[src/rtl/uart_mmio_pkg.sv]
// uart_mmio_pkg
//   Shared definitions for the uart MMIO controller: register word offsets,
//   STATUS bit positions and the TX/RX sequencer state encodings.
package uart_mmio_pkg;

  // Register word offsets (address[3:2])
  localparam logic [1:0] REG_TXDATA = 2'd0;
  localparam logic [1:0] REG_RXDATA = 2'd1;
  localparam logic [1:0] REG_STATUS = 2'd2;
  localparam logic [1:0] REG_CTRL   = 2'd3;

  // STATUS register bit indices
  localparam int ST_TX_FULL   = 0;
  localparam int ST_TX_EMPTY  = 1;
  localparam int ST_RX_NEMPTY = 2;
  localparam int ST_RX_FULL   = 3;
  localparam int ST_TX_ACTIVE = 4;
  localparam int ST_TX_OVF    = 5;
  localparam int ST_RX_OVR    = 6;

  // CTRL register bit indices
  localparam int CTRL_CLR_TX_OVF = 0;
  localparam int CTRL_CLR_RX_OVR = 1;
  localparam int CTRL_RX_IRQ_EN  = 2;

  typedef enum logic [1:0] {IDLE, LOAD, WAIT_BUSY, WAIT_DONE} tx_state_t;
  typedef enum logic {RX_IDLE, RX_CLR} rx_state_t;

endpackage

[src/rtl/uart_mmio_ctrl_if.sv]
// uart_mmio_ctrl_if
//   Bundles the CPU register-window bus and the uart-side handshake of the
//   uart MMIO controller.
//   CPU side : sel, memWrite, memRead, address, WriteData -> ReadData
//   uart side: tx_data, wr_en -> uart; Tx_busy, rx_ready, rx_data <- uart;
//              ready_clr -> uart; irq -> core
//   slave  modport: used by the controller
//   master modport: used by whatever drives the controller (core + uart)
interface uart_mmio_ctrl_if #(
  parameter int Width = 32
);
  logic             sel;
  logic             memWrite;
  logic             memRead;
  logic [1:0]       address;
  logic [Width-1:0] WriteData;
  logic [Width-1:0] ReadData;
  logic [7:0]       tx_data;
  logic             wr_en;
  logic             Tx_busy;
  logic             rx_ready;
  logic [7:0]       rx_data;
  logic             ready_clr;
  logic             irq;

  modport slave (
    input  sel, memWrite, memRead, address, WriteData, Tx_busy, rx_ready, rx_data,
    output ReadData, tx_data, wr_en, ready_clr, irq
  );

  modport master (
    output sel, memWrite, memRead, address, WriteData, Tx_busy, rx_ready, rx_data,
    input  ReadData, tx_data, wr_en, ready_clr, irq
  );
endinterface

[src/rtl/uart_mmio_ctrl_sync_fifo.sv]
// sync_fifo
//   Single-clock FIFO with combinational head output.
//   push/pop : write/read strobes; a push while full is accepted only when a
//              pop happens in the same cycle, a pop while empty is ignored
//   din/dout : data in / head of queue
//   full, empty, count : occupancy
module sync_fifo #(
  parameter int DW    = 8,
  parameter int DEPTH = 8
) (
  input  logic                     clk,
  input  logic                     rst_n,
  input  logic                     push,
  input  logic                     pop,
  input  logic [DW-1:0]            din,
  output logic [DW-1:0]            dout,
  output logic                     full,
  output logic                     empty,
  output logic [$clog2(DEPTH):0]   count
);
  localparam int AW = $clog2(DEPTH);
  localparam int CW = AW + 1;

  logic [DW-1:0] mem [DEPTH];
  logic [AW-1:0] wr_ptr;
  logic [AW-1:0] rd_ptr;
  logic          do_push;
  logic          do_pop;

  assign empty   = (count == '0);
  assign full    = (count == CW'(DEPTH));
  assign do_pop  = pop & ~empty;
  // A pop frees a slot in the same cycle, so a push on full is accepted then
  assign do_push = push & (~full | do_pop);
  assign dout    = mem[rd_ptr];

  always_ff @(posedge clk or negedge rst_n) begin
    if (!rst_n) begin
      wr_ptr <= '0;
      rd_ptr <= '0;
      count  <= '0;
    end else begin
      if (do_push) wr_ptr <= wr_ptr + AW'(1);
      if (do_pop)  rd_ptr <= rd_ptr + AW'(1);
      case ({do_push, do_pop})
        2'b10:   count <= count + CW'(1);
        2'b01:   count <= count - CW'(1);
        default: count <= count;
      endcase
    end
  end

  always_ff @(posedge clk) begin
    if (do_push) mem[wr_ptr] <= din;
  end
endmodule

[src/rtl/uart_mmio_ctrl.sv]
// uart_mmio_ctrl
//   Memory-mapped controller between the core's IO bus and the uart.
//   Buffers transmit bytes in a TX FIFO and feeds them to the uart one at a
//   time (wr_en / Tx_busy handshake), drains received bytes (ready /
//   ready_clr) into an RX FIFO and exposes TXDATA/RXDATA/STATUS/CTRL.
//   clk, rst_n : clock, asynchronous active-low reset
//   bus        : uart_mmio_ctrl_if.slave (CPU register window + uart signals)
module uart_mmio_ctrl
  import uart_mmio_pkg::*;
#(
  parameter int Width        = 32,
  parameter int TX_DEPTH     = 8,
  parameter int RX_DEPTH     = 8,
  parameter int BUSY_TIMEOUT = 16
) (
  input logic              clk,
  input logic              rst_n,
  uart_mmio_ctrl_if.slave  bus
);
  localparam int TW = $clog2(BUSY_TIMEOUT) + 1;

  tx_state_t tx_state, tx_next;
  rx_state_t rx_state, rx_next;

  logic [TW-1:0] to_cnt;
  logic [7:0]    tx_data_q;
  logic          ready_clr_q;
  logic          tx_ovf, rx_ovr, rx_irq_en;
  logic          wr_en_c;

  logic bus_wr, bus_rd, ctrl_wr;
  logic tx_push, tx_pop, rx_push, rx_pop;

  logic [7:0]                  tx_dout, rx_dout;
  logic                        tx_full, tx_empty, rx_full, rx_empty;
  logic [$clog2(TX_DEPTH):0]   tx_count;
  logic [$clog2(RX_DEPTH):0]   rx_count;
  logic [6:0]                  status;
  logic [Width-1:0]            read_data;
  logic                        unused_bits;

  assign bus_wr  = bus.sel & bus.memWrite;
  assign bus_rd  = bus.sel & bus.memRead;
  assign tx_push = bus_wr & (bus.address == REG_TXDATA);
  assign ctrl_wr = bus_wr & (bus.address == REG_CTRL);
  assign rx_pop  = bus_rd & (bus.address == REG_RXDATA);

  assign unused_bits = ^{bus.WriteData[Width-1:8], tx_count, rx_count};

  sync_fifo #(.DW(8), .DEPTH(TX_DEPTH)) u_tx_fifo (
    .clk(clk), .rst_n(rst_n), .push(tx_push), .pop(tx_pop),
    .din(bus.WriteData[7:0]), .dout(tx_dout),
    .full(tx_full), .empty(tx_empty), .count(tx_count)
  );

  sync_fifo #(.DW(8), .DEPTH(RX_DEPTH)) u_rx_fifo (
    .clk(clk), .rst_n(rst_n), .push(rx_push), .pop(rx_pop),
    .din(bus.rx_data), .dout(rx_dout),
    .full(rx_full), .empty(rx_empty), .count(rx_count)
  );

  // TX sequencer: state, busy-timeout counter and the held transmit byte
  always_ff @(posedge clk or negedge rst_n) begin
    if (!rst_n) begin
      tx_state  <= IDLE;
      to_cnt    <= '0;
      tx_data_q <= '0;
    end else begin
      tx_state <= tx_next;
      if (tx_pop) tx_data_q <= tx_dout;
      if (tx_state == LOAD)           to_cnt <= '0;
      else if (tx_state == WAIT_BUSY) to_cnt <= to_cnt + TW'(1);
    end
  end

  // IDLE also waits for Tx_busy low so a uart still busy after our reset
  // is never handed a new byte. A timeout in WAIT_BUSY drops the byte.
  always_comb begin
    tx_next = tx_state;
    tx_pop  = 1'b0;
    wr_en_c = 1'b0;
    unique case (tx_state)
      IDLE: begin
        if (!tx_empty && !bus.Tx_busy) begin
          tx_pop  = 1'b1;
          tx_next = LOAD;
        end
      end
      LOAD: begin
        wr_en_c = 1'b1;
        tx_next = WAIT_BUSY;
      end
      WAIT_BUSY: begin
        if (bus.Tx_busy)                        tx_next = WAIT_DONE;
        else if (to_cnt == TW'(BUSY_TIMEOUT-1)) tx_next = IDLE;
      end
      WAIT_DONE: begin
        if (!bus.Tx_busy) tx_next = IDLE;
      end
      default: tx_next = IDLE;
    endcase
  end

  // RX capture: ready_clr is registered so it is a clean one-cycle pulse
  always_ff @(posedge clk or negedge rst_n) begin
    if (!rst_n) begin
      rx_state    <= RX_IDLE;
      ready_clr_q <= 1'b0;
    end else begin
      rx_state    <= rx_next;
      ready_clr_q <= rx_push;
    end
  end

  // RX_CLR waits for ready to drop, so a held ready is captured only once
  always_comb begin
    rx_next = rx_state;
    rx_push = 1'b0;
    unique case (rx_state)
      RX_IDLE: begin
        if (bus.rx_ready) begin
          rx_push = 1'b1;
          rx_next = RX_CLR;
        end
      end
      RX_CLR: begin
        if (!bus.rx_ready) rx_next = RX_IDLE;
      end
      default: rx_next = RX_IDLE;
    endcase
  end

  // Sticky flags: a set in the same cycle as its clear wins
  always_ff @(posedge clk or negedge rst_n) begin
    if (!rst_n) begin
      tx_ovf    <= 1'b0;
      rx_ovr    <= 1'b0;
      rx_irq_en <= 1'b0;
    end else begin
      if (tx_push && tx_full && !tx_pop)                  tx_ovf <= 1'b1;
      else if (ctrl_wr && bus.WriteData[CTRL_CLR_TX_OVF]) tx_ovf <= 1'b0;
      if (rx_push && rx_full && !rx_pop)                  rx_ovr <= 1'b1;
      else if (ctrl_wr && bus.WriteData[CTRL_CLR_RX_OVR]) rx_ovr <= 1'b0;
      if (ctrl_wr) rx_irq_en <= bus.WriteData[CTRL_RX_IRQ_EN];
    end
  end

  always_comb begin
    status               = '0;
    status[ST_TX_FULL]   = tx_full;
    status[ST_TX_EMPTY]  = tx_empty;
    status[ST_RX_NEMPTY] = ~rx_empty;
    status[ST_RX_FULL]   = rx_full;
    status[ST_TX_ACTIVE] = (tx_state != IDLE);
    status[ST_TX_OVF]    = tx_ovf;
    status[ST_RX_OVR]    = rx_ovr;
  end

  // Register read mux; an empty RX FIFO reads 0 rather than a stale entry
  always_comb begin
    read_data = '0;
    case (bus.address)
      REG_RXDATA: if (!rx_empty) read_data[7:0] = rx_dout;
      REG_STATUS: read_data[6:0] = status;
      REG_CTRL:   read_data[CTRL_RX_IRQ_EN] = rx_irq_en;
      default:    read_data = '0;
    endcase
  end

  assign bus.ReadData  = read_data;
  assign bus.tx_data   = tx_data_q;
  assign bus.wr_en     = wr_en_c;
  assign bus.ready_clr = ready_clr_q;
  assign bus.irq       = rx_irq_en & ~rx_empty;
endmodule

[src/flat_wrapper.sv]
// flat-port wrapper written by rule: the top's interface ports become plain ports
module uart_mmio_ctrl_flat import uart_mmio_pkg::*;
#(
  parameter int Width        = 32,
  parameter int TX_DEPTH     = 8,
  parameter int RX_DEPTH     = 8,
  parameter int BUSY_TIMEOUT = 16
)
  (clk, rst_n, bus_sel, bus_memWrite, bus_memRead, bus_address, bus_WriteData, bus_Tx_busy, bus_rx_ready, bus_rx_data, bus_ReadData, bus_tx_data, bus_wr_en, bus_ready_clr, bus_irq);
  uart_mmio_ctrl_if #(.Width(Width)) bus_i ();
  input logic clk;
  input logic rst_n;
  input wire logic [$bits(bus_i.sel)-1:0] bus_sel;
  input wire logic [$bits(bus_i.memWrite)-1:0] bus_memWrite;
  input wire logic [$bits(bus_i.memRead)-1:0] bus_memRead;
  input wire logic [$bits(bus_i.address)-1:0] bus_address;
  input wire logic [$bits(bus_i.WriteData)-1:0] bus_WriteData;
  input wire logic [$bits(bus_i.Tx_busy)-1:0] bus_Tx_busy;
  input wire logic [$bits(bus_i.rx_ready)-1:0] bus_rx_ready;
  input wire logic [$bits(bus_i.rx_data)-1:0] bus_rx_data;
  output wire logic [$bits(bus_i.ReadData)-1:0] bus_ReadData;
  output wire logic [$bits(bus_i.tx_data)-1:0] bus_tx_data;
  output wire logic [$bits(bus_i.wr_en)-1:0] bus_wr_en;
  output wire logic [$bits(bus_i.ready_clr)-1:0] bus_ready_clr;
  output wire logic [$bits(bus_i.irq)-1:0] bus_irq;
  assign bus_i.sel = bus_sel;
  assign bus_i.memWrite = bus_memWrite;
  assign bus_i.memRead = bus_memRead;
  assign bus_i.address = bus_address;
  assign bus_i.WriteData = bus_WriteData;
  assign bus_i.Tx_busy = bus_Tx_busy;
  assign bus_i.rx_ready = bus_rx_ready;
  assign bus_i.rx_data = bus_rx_data;
  assign bus_ReadData = bus_i.ReadData;
  assign bus_tx_data = bus_i.tx_data;
  assign bus_wr_en = bus_i.wr_en;
  assign bus_ready_clr = bus_i.ready_clr;
  assign bus_irq = bus_i.irq;
  uart_mmio_ctrl #(.Width(Width), .TX_DEPTH(TX_DEPTH), .RX_DEPTH(RX_DEPTH), .BUSY_TIMEOUT(BUSY_TIMEOUT)) u_core (.clk(clk), .rst_n(rst_n), .bus(bus_i));
endmodule
[config.mk]
export PLATFORM = sky130hd
export DESIGN_NAME = uart_mmio_ctrl_flat
export DESIGN_NICKNAME = d
export VERILOG_FILES = /design/src/rtl/uart_mmio_pkg.sv /design/src/rtl/uart_mmio_ctrl_if.sv /design/src/rtl/uart_mmio_ctrl_sync_fifo.sv /design/src/rtl/uart_mmio_ctrl.sv /design/src/flat_wrapper.sv
export SDC_FILE = /design/constraint.sdc
export NUM_CORES = 1
export LEC_CHECK = 0
export ABC_AREA = 0
export CORE_UTILIZATION = 30
export CTS_CLUSTER_SIZE = 14
export DETAILED_ROUTE_END_ITERATION = 8
export GPL_ROUTABILITY_DRIVEN = 0
export HOLD_SLACK_MARGIN = 0.15
export SETUP_SLACK_MARGIN = 0.5
export SKIP_LAST_GASP = 1
export SLEW_MARGIN = 20
export SYNTH_ARGS = -nofsm -noshare
export SYNTH_HDL_FRONTEND = slang
export SYNTH_SLANG_ARGS = --single-unit
export TNS_END_PERCENT = 50
[constraint.sdc]
create_clock -name clk -period 2.7 [get_ports clk]
set_input_delay 0.405 -clock clk [delete_from_list [all_inputs] [get_ports clk]]
set_output_delay 0.405 -clock clk [all_outputs]
set_load 0.05 [all_outputs]
After elaboration in Yosys (flattened, before gate mapping)
Memories as Yosys holds them, arrays and structs flattened. A register that Yosys moved wholly into a read port is not among the register bits.
Index checks and enable logic that the tools add are counted.

operators by class
  add/sub/neg operators = 9
  multiply operators = 0
  div/mod/pow operators = 0
  order comparisons = 0
  eq/ne operators = 16
  shift operators = 0
  multiplexer cells = 27
  bitwise operators = 16
  reduce and logical (&&, ||, !) cells = 23

operators with widths
  operator                                                            count
  4-bit one-hot mux with 2 select lines                               3
  1-bit 2-to-1 mux                                                    14
  3-bit by 1-bit adder with 3-bit output, second input constant       4
  2-bit == test, second input constant                                6
  2-bit nonzero test                                                  6
  1-bit AND                                                           10
  5-bit 2-to-1 mux                                                    2
  4-bit by 1-bit adder with 4-bit output, second input constant       2
  2-bit by 1-bit == test with 1-bit output, second input constant     4
  4-bit == test, second input constant                                2
  4-bit logical NOT                                                   2
  2-bit 2-to-1 mux                                                    4
  8-bit 2-to-1 mux                                                    1
  2-bit one-hot mux with 4 select lines                               1
  4-bit by 1-bit subtractor with 4-bit output, second input constant  2
  1-bit logical AND                                                   7
  5-bit by 1-bit adder with 5-bit output, second input constant       1
  5-bit by 4-bit == test with 1-bit output, second input constant     1
  1-bit logical NOT                                                   5
  2-bit logical NOT                                                   2
  1-bit inverter                                                      4
  2-bit one-hot mux with 2 select lines                               1
  3-bit != test, second input constant                                1
  1-bit one-hot mux with 3 select lines                               1
  4 further kinds                                                     5

word-level totals
  bits in registers = 32
  bits in latches = 0
  RAM bits = 128
  bits in read-only memories = 0
  input bits = 49
  output and inout port bits = 43
  word-level logic and storage cells = 106
  memories = 2

memories
  memory                depth  width  read ports  clocked after memory_dff  wr ports  line                            source
  u_core.u_rx_fifo.mem  8      8      1           0                         1         uart_mmio_ctrl_sync_fifo.sv:24  logic [DW-1:0] mem [DEPTH];
  u_core.u_tx_fifo.mem  8      8      1           1                         1         uart_mmio_ctrl_sync_fifo.sv:24

Depth between registers and ports, before layout
  depth in word-level cells = 10
  gate-level depth with buffers = 11
  depth with buffers taken out = 11

Modules after synthesis
Synthesis repeated with hierarchy kept, for this count alone.

second synthesis, totals
  cell total of the unflattened synthesis = 454
  area, all modules = 7624.8 um2

modules (own cells, without submodules)
  module          instances  cells an instance  area each (um2)  sequential area each (um2)
  sync_fifo       2          162                3150.5           2172.1
  uart_mmio_ctrl  1          130                1323.8           500.5

Least setup slack after synthesis
OpenSTA, ideal clock, no wires.

  path type = input -> register
  start = in bus_address[1]
  end = mem u_core.u_rx_fifo.mem[4][0] (enable)
  library setup time = 0.398 ns
  arrival = 2.042 ns
  data required time = 2.302 ns
  path slack = 0.260 ns
  cell stages on the path = 6
  buffers on the path = 0
  cells stage by stage = inv_1 ha_1 nand3_1 a21oi_2 inv_2 nor4b_1

on the way
  longest elaborated chain between the ends = 7

ends and longest elaborated chain
  item                                      line                            source
  from (decl)                               flat_wrapper.sv:16              input wire logic [$bits(bus_i.address)-1:0] bus_address;
  2-bit by 1-bit == test with 1-bit output  uart_mmio_ctrl.sv:46            assign rx_pop = bus_rd & (bus.address == REG_RXDATA);
  1-bit AND                                 uart_mmio_ctrl.sv:46
  1-bit AND                                 uart_mmio_ctrl_sync_fifo.sv:32  assign do_pop = pop & ~empty;
  1-bit OR                                  uart_mmio_ctrl_sync_fifo.sv:34  assign do_push = push & (~full | do_pop);
  1-bit AND                                 uart_mmio_ctrl_sync_fifo.sv:34
  1-bit 2-to-1 mux                          uart_mmio_ctrl_sync_fifo.sv:54  if (do_push) mem[wr_ptr] <= din;
  1-bit 2-to-1 mux (implied by the code)    uart_mmio_ctrl_sync_fifo.sv:54
  to (decl)                                 uart_mmio_ctrl_sync_fifo.sv:24

No other way between the ends.

Final worst setup path
  start = reg u_core.u_rx_fifo.count[0]
  end = out bus_ReadData[2]

on the way
  longest elaborated chain between the ends = 3
  elaborated cells between the ends (all ways) = 4
  those cells by class = mux (2); bitwise (1); reduce/logical (1)

ends and longest elaborated chain
  item                                                line                                          source
  from (decl)                                         uart_mmio_ctrl_sync_fifo.sv:19                output logic [$clog2(DEPTH):0] count
  from (signal assigned)                              uart_mmio_ctrl_sync_fifo.sv:46                2'b10: count <= count + CW'(1);
  from (signal assigned)                              uart_mmio_ctrl_sync_fifo.sv:47                2'b01: count <= count - CW'(1);
  from (signal assigned)                              uart_mmio_ctrl_sync_fifo.sv:48                default: count <= count;
  4-bit logical NOT *                                 uart_mmio_ctrl_sync_fifo.sv:30                assign empty = (count == '0);
  8-bit 2-to-1 mux or 1-bit inverter (tied branches)  uart_mmio_ctrl.sv:163, uart_mmio_ctrl.sv:152
  1-bit one-hot mux with 3 select lines *             uart_mmio_ctrl.sv:162                         case (bus.address)
  to (decl)                                           flat_wrapper.sv:21                            output wire logic [$bits(bus_i.ReadData)-1:0] bus_ReadData;

Every way passes the cells marked *; elsewhere a longest branch is shown, timed or not.

==> impl_metrics.toml <==
[status]
status = "finished, final reports clean"

[worst_hold_path]
whs_path_depth = 1
whs_endpoint = "u_core.rx_state"
hp-start = "bus_rx_ready"
hold_class = "input pin to register"

[timing]
setup_ws_ps = 300.2
period_share = 0.8888
fmax_mhz = 416.7
worst_pin_slew_ps = 775.1
max-slew-margin-rel = 0.4833
hold_violations = 0
slew_violations = 0
period_minus_slack_ps = 2400
rsz0062_at_grt = "yes"
clock_skew_ps = 11.50
setup_viol = 0

[synthesis]
ys.flop_type = "edfxtp_1"
syn_inst = 468
synth_area_leaders = "edfxtp_1 (52%), dfrtp_1 (14%), mux4_2 (8.6%), ha_1 (3.4%), mux2i_1 (3.3%)"
synth_seq_cells = 168
synth_top_cell_by_area = "edfxtp_1"
ys_seq_area_frac = 0.6604
syn_area_sq_mm = 0.007336
synth_most_common_cell = "edfxtp_1"
synth-edff-count = 128
synth_top_area_frac = 0.5240
synthArstFlopShare = 0.2381
netlist-cell-type-count = 48
syn_avg_cell_area_sq_um = 15.67
ys_top_cells_by_count = "edfxtp_1 (128), dfrtp_1 (40), nand2_1 (29)"
yosysWarnings = 0

[grt]
grt_first_pass_wirelength_mm = 22.60
antenna_found_initial = 0
grt_max_degree = 41
first_global_vias = 4151
overflow = 0
grt_use_total = 0.1241

[worst_setup_path]
cp_cell_sequence = "or4_4, and2_4, nand4b_1, o21ai_4, buf_12"
required_ps = 2300
slowest_delay_ps = 570
crit_path_end_kind = "output port"
cpLargestDelayFamily = "simple AND/OR/NAND/NOR gates"
cp.buffers_inverters = 1
critPathKind = "register to output port"
crit_path_max_fanout = 5
ff2ff_setup_slack_ps = 420
r2r-start = "u_core.u_rx_fifo.count[0]"
cp.arrival_ps = 1990
r2r_end = "u_core.u_rx_fifo.count[2]"
r2r_cells = 10
cp_slowest_cell = "or4_4"
critPathLaunchType = "register"

[cells_and_area]
multi_input_area_sq_mm = 0.002497
fin_area_sq_mm = 0.009334
regArea_sq_mm = 0.004852
layout.nets = 633
num_antenna_cells = 0
drive_gt1_frac = 0.2986
syn2layout_area_growth_pct = 27.24
fillers = 2156

[floorplanning]
initial_core_util = 0.3088
io_pins = 92
core_sq_mm = 0.02375
die_h_um = 158.4
fp.dieW_um = 158.4
num_rows = 56
die_area_sq_mm = 0.02508

[clock_network]
cts.root.buffer_cell = "clkbuf_16"
numCtsBuffers = 17
htree_levels = 4
cts_tree = "built"
clock_latency_ps = 430
clockBufferDepth = 2
numClockSinks = 168
clk_pin_slew_ps = 70

[detailed_routing]
routed_wl_mm = 14.39
wl_per_cell_um = 16.07
drc = 0
routed_via_density = 4.525
drt_iter0_drc = 237
antenna_left = 0
vias = 4050
firstDrtPassIters = 4

[job]
cap_violations = 0

[place]
place_area_sq_mm = 0.008357
port_buffers = 43
place_ws_ps = -58.75
dp_hpwl_mm = 9.430

[power_and_ir_drop]
p_leak_nw = 3.348
p_per_area_mw_per_mm2 = 980.9
ir_drop_v = 0.0004658
## sequential cells by signal, indices dropped and copies added, names as in the netlist, 3 cells and up
name,cells
u_core.u_tx_fifo.rd_ptr,3
u_core.bus.tx_data,8
u_core.to_cnt,5
u_core.u_rx_fifo.wr_ptr,3
u_core.u_tx_fifo.mem,64
u_core.u_rx_fifo.count,4
u_core.u_rx_fifo.rd_ptr,3
u_core.u_tx_fifo.wr_ptr,3
u_core.u_rx_fifo.mem,64
u_core.u_tx_fifo.count,4
## kinds of logic (layout without fill, tap and decap cells)
family / after synthesis / count (layout) / share of synthesized area
AO/OA/AOI/OAI: 48 / 48 / 0.03889
XOR/XNOR: 13 / 13 / 0.01552
adder cells (fa/ha/maj): 21 / 21 / 0.03684
buffers and inverters: 60 / 145 / 0.04537
flip-flops: 168 / 168 / 0.6604
multiplexers: 60 / 60 / 0.1313
other: 1 / 24 / 0.0005112
AND/OR/NAND/NOR: 97 / 97 / 0.07113
## cell type report
| class | instances | area share |
|---|---|---|
| flip-flops and latches | 168 | 0.5198 |
| multi-input cells | 263 | 0.2676 |
| repair buffers | 94 | 0.09906 |
| clock buffers | 18 | 0.04705 |
| well taps | 319 | 0.04276 |
| clock inverters | 14 | 0.01609 |
| inverters | 19 | 0.007641 |
## cell usage in the layout, fill, tap and decap left out, drive strengths merged, types with 2 or more instances in the layout
master         instances
o21ai                 19
mux4                  28
ha                    20
nand4b                 2
nor2                  19
clkdlybuf4s50         31
mux2                   7
nor4                   4
a22oi                  4
clkinv                 4
nand3                  9
dfrtp                 40
nand2b                 6
nand2                 29
o22ai                  3
xnor2                  8
and2                   2
a32oi                  2
buf                   60
inv                   29
nor2b                  4
a21oi                 17
or4b                   2
mux2i                 25
edfxtp               128
xor2                   5
conb                  24
nor3b                  5
clkbuf                19
nor3                   8
nor4b                  3
## worst max-delay path by stage
stage	to	cells past startpoint	slack (ps)	start
6_report	bus_ReadData[2]	5	300	u_core.u_rx_fifo.count[0]
4_1_cts	bus_ReadData[2]	5	290	u_core.u_rx_fifo.count[1]
2_1_floorplan	u_core.u_rx_fifo.mem[6][0]	6	480	bus_address[1]
5_1_grt	bus_ReadData[2]	5	230	u_core.u_rx_fifo.count[0]
3_3_place_gp	u_core.u_rx_fifo.count[3]	11	100	bus_address[0]
3_5_place_dp	u_core.u_rx_fifo.count[3]	11	-60	bus_address[0]
## per-stage QoR
| step | std cells | util | hold slack [ps] | TNS (ps) | power (mW) |
|---|---|---|---|---|---|
| finish | 895 | 0.3930 | 440.1 | 0 | 9.155 |
| global route | 895 | 0.3930 | 428.7 | 0 | 9.658 |
| CTS | 882 | 0.3842 | 154.4 | 0 | 9.027 |
| detailed placement | 842 | 0.3518 | 517.8 | -58.75 | 6.426 |
| global placement | 842 | 0.3518 | 506.5 | 0 | 6.295 |
| floorplan | 491 | - | 109.4 | 0 | 5.623 |
## what timing repair did
item,CTS,global route
setup endpoints to repair,14,28
hold buffers,0,1
pin swaps,3,11
buffers inserted,8,12
gates resized for setup,29,32
endpoints found under the hold margin,0,40
## power by group
group / internal [mW] / switching, mW
Sequential: 3.16 / 0.423
Clock: 1.27 / 1.13
Combinational: 1.56 / 1.63
## routing by layer
metal  GRT usage  share of wire
met1      0.1431           0.42
met2      0.2191           0.52
met3     0.03348          0.037
met4     0.04625          0.019
met5           0              0
Power figures use the tool's default switching activity.
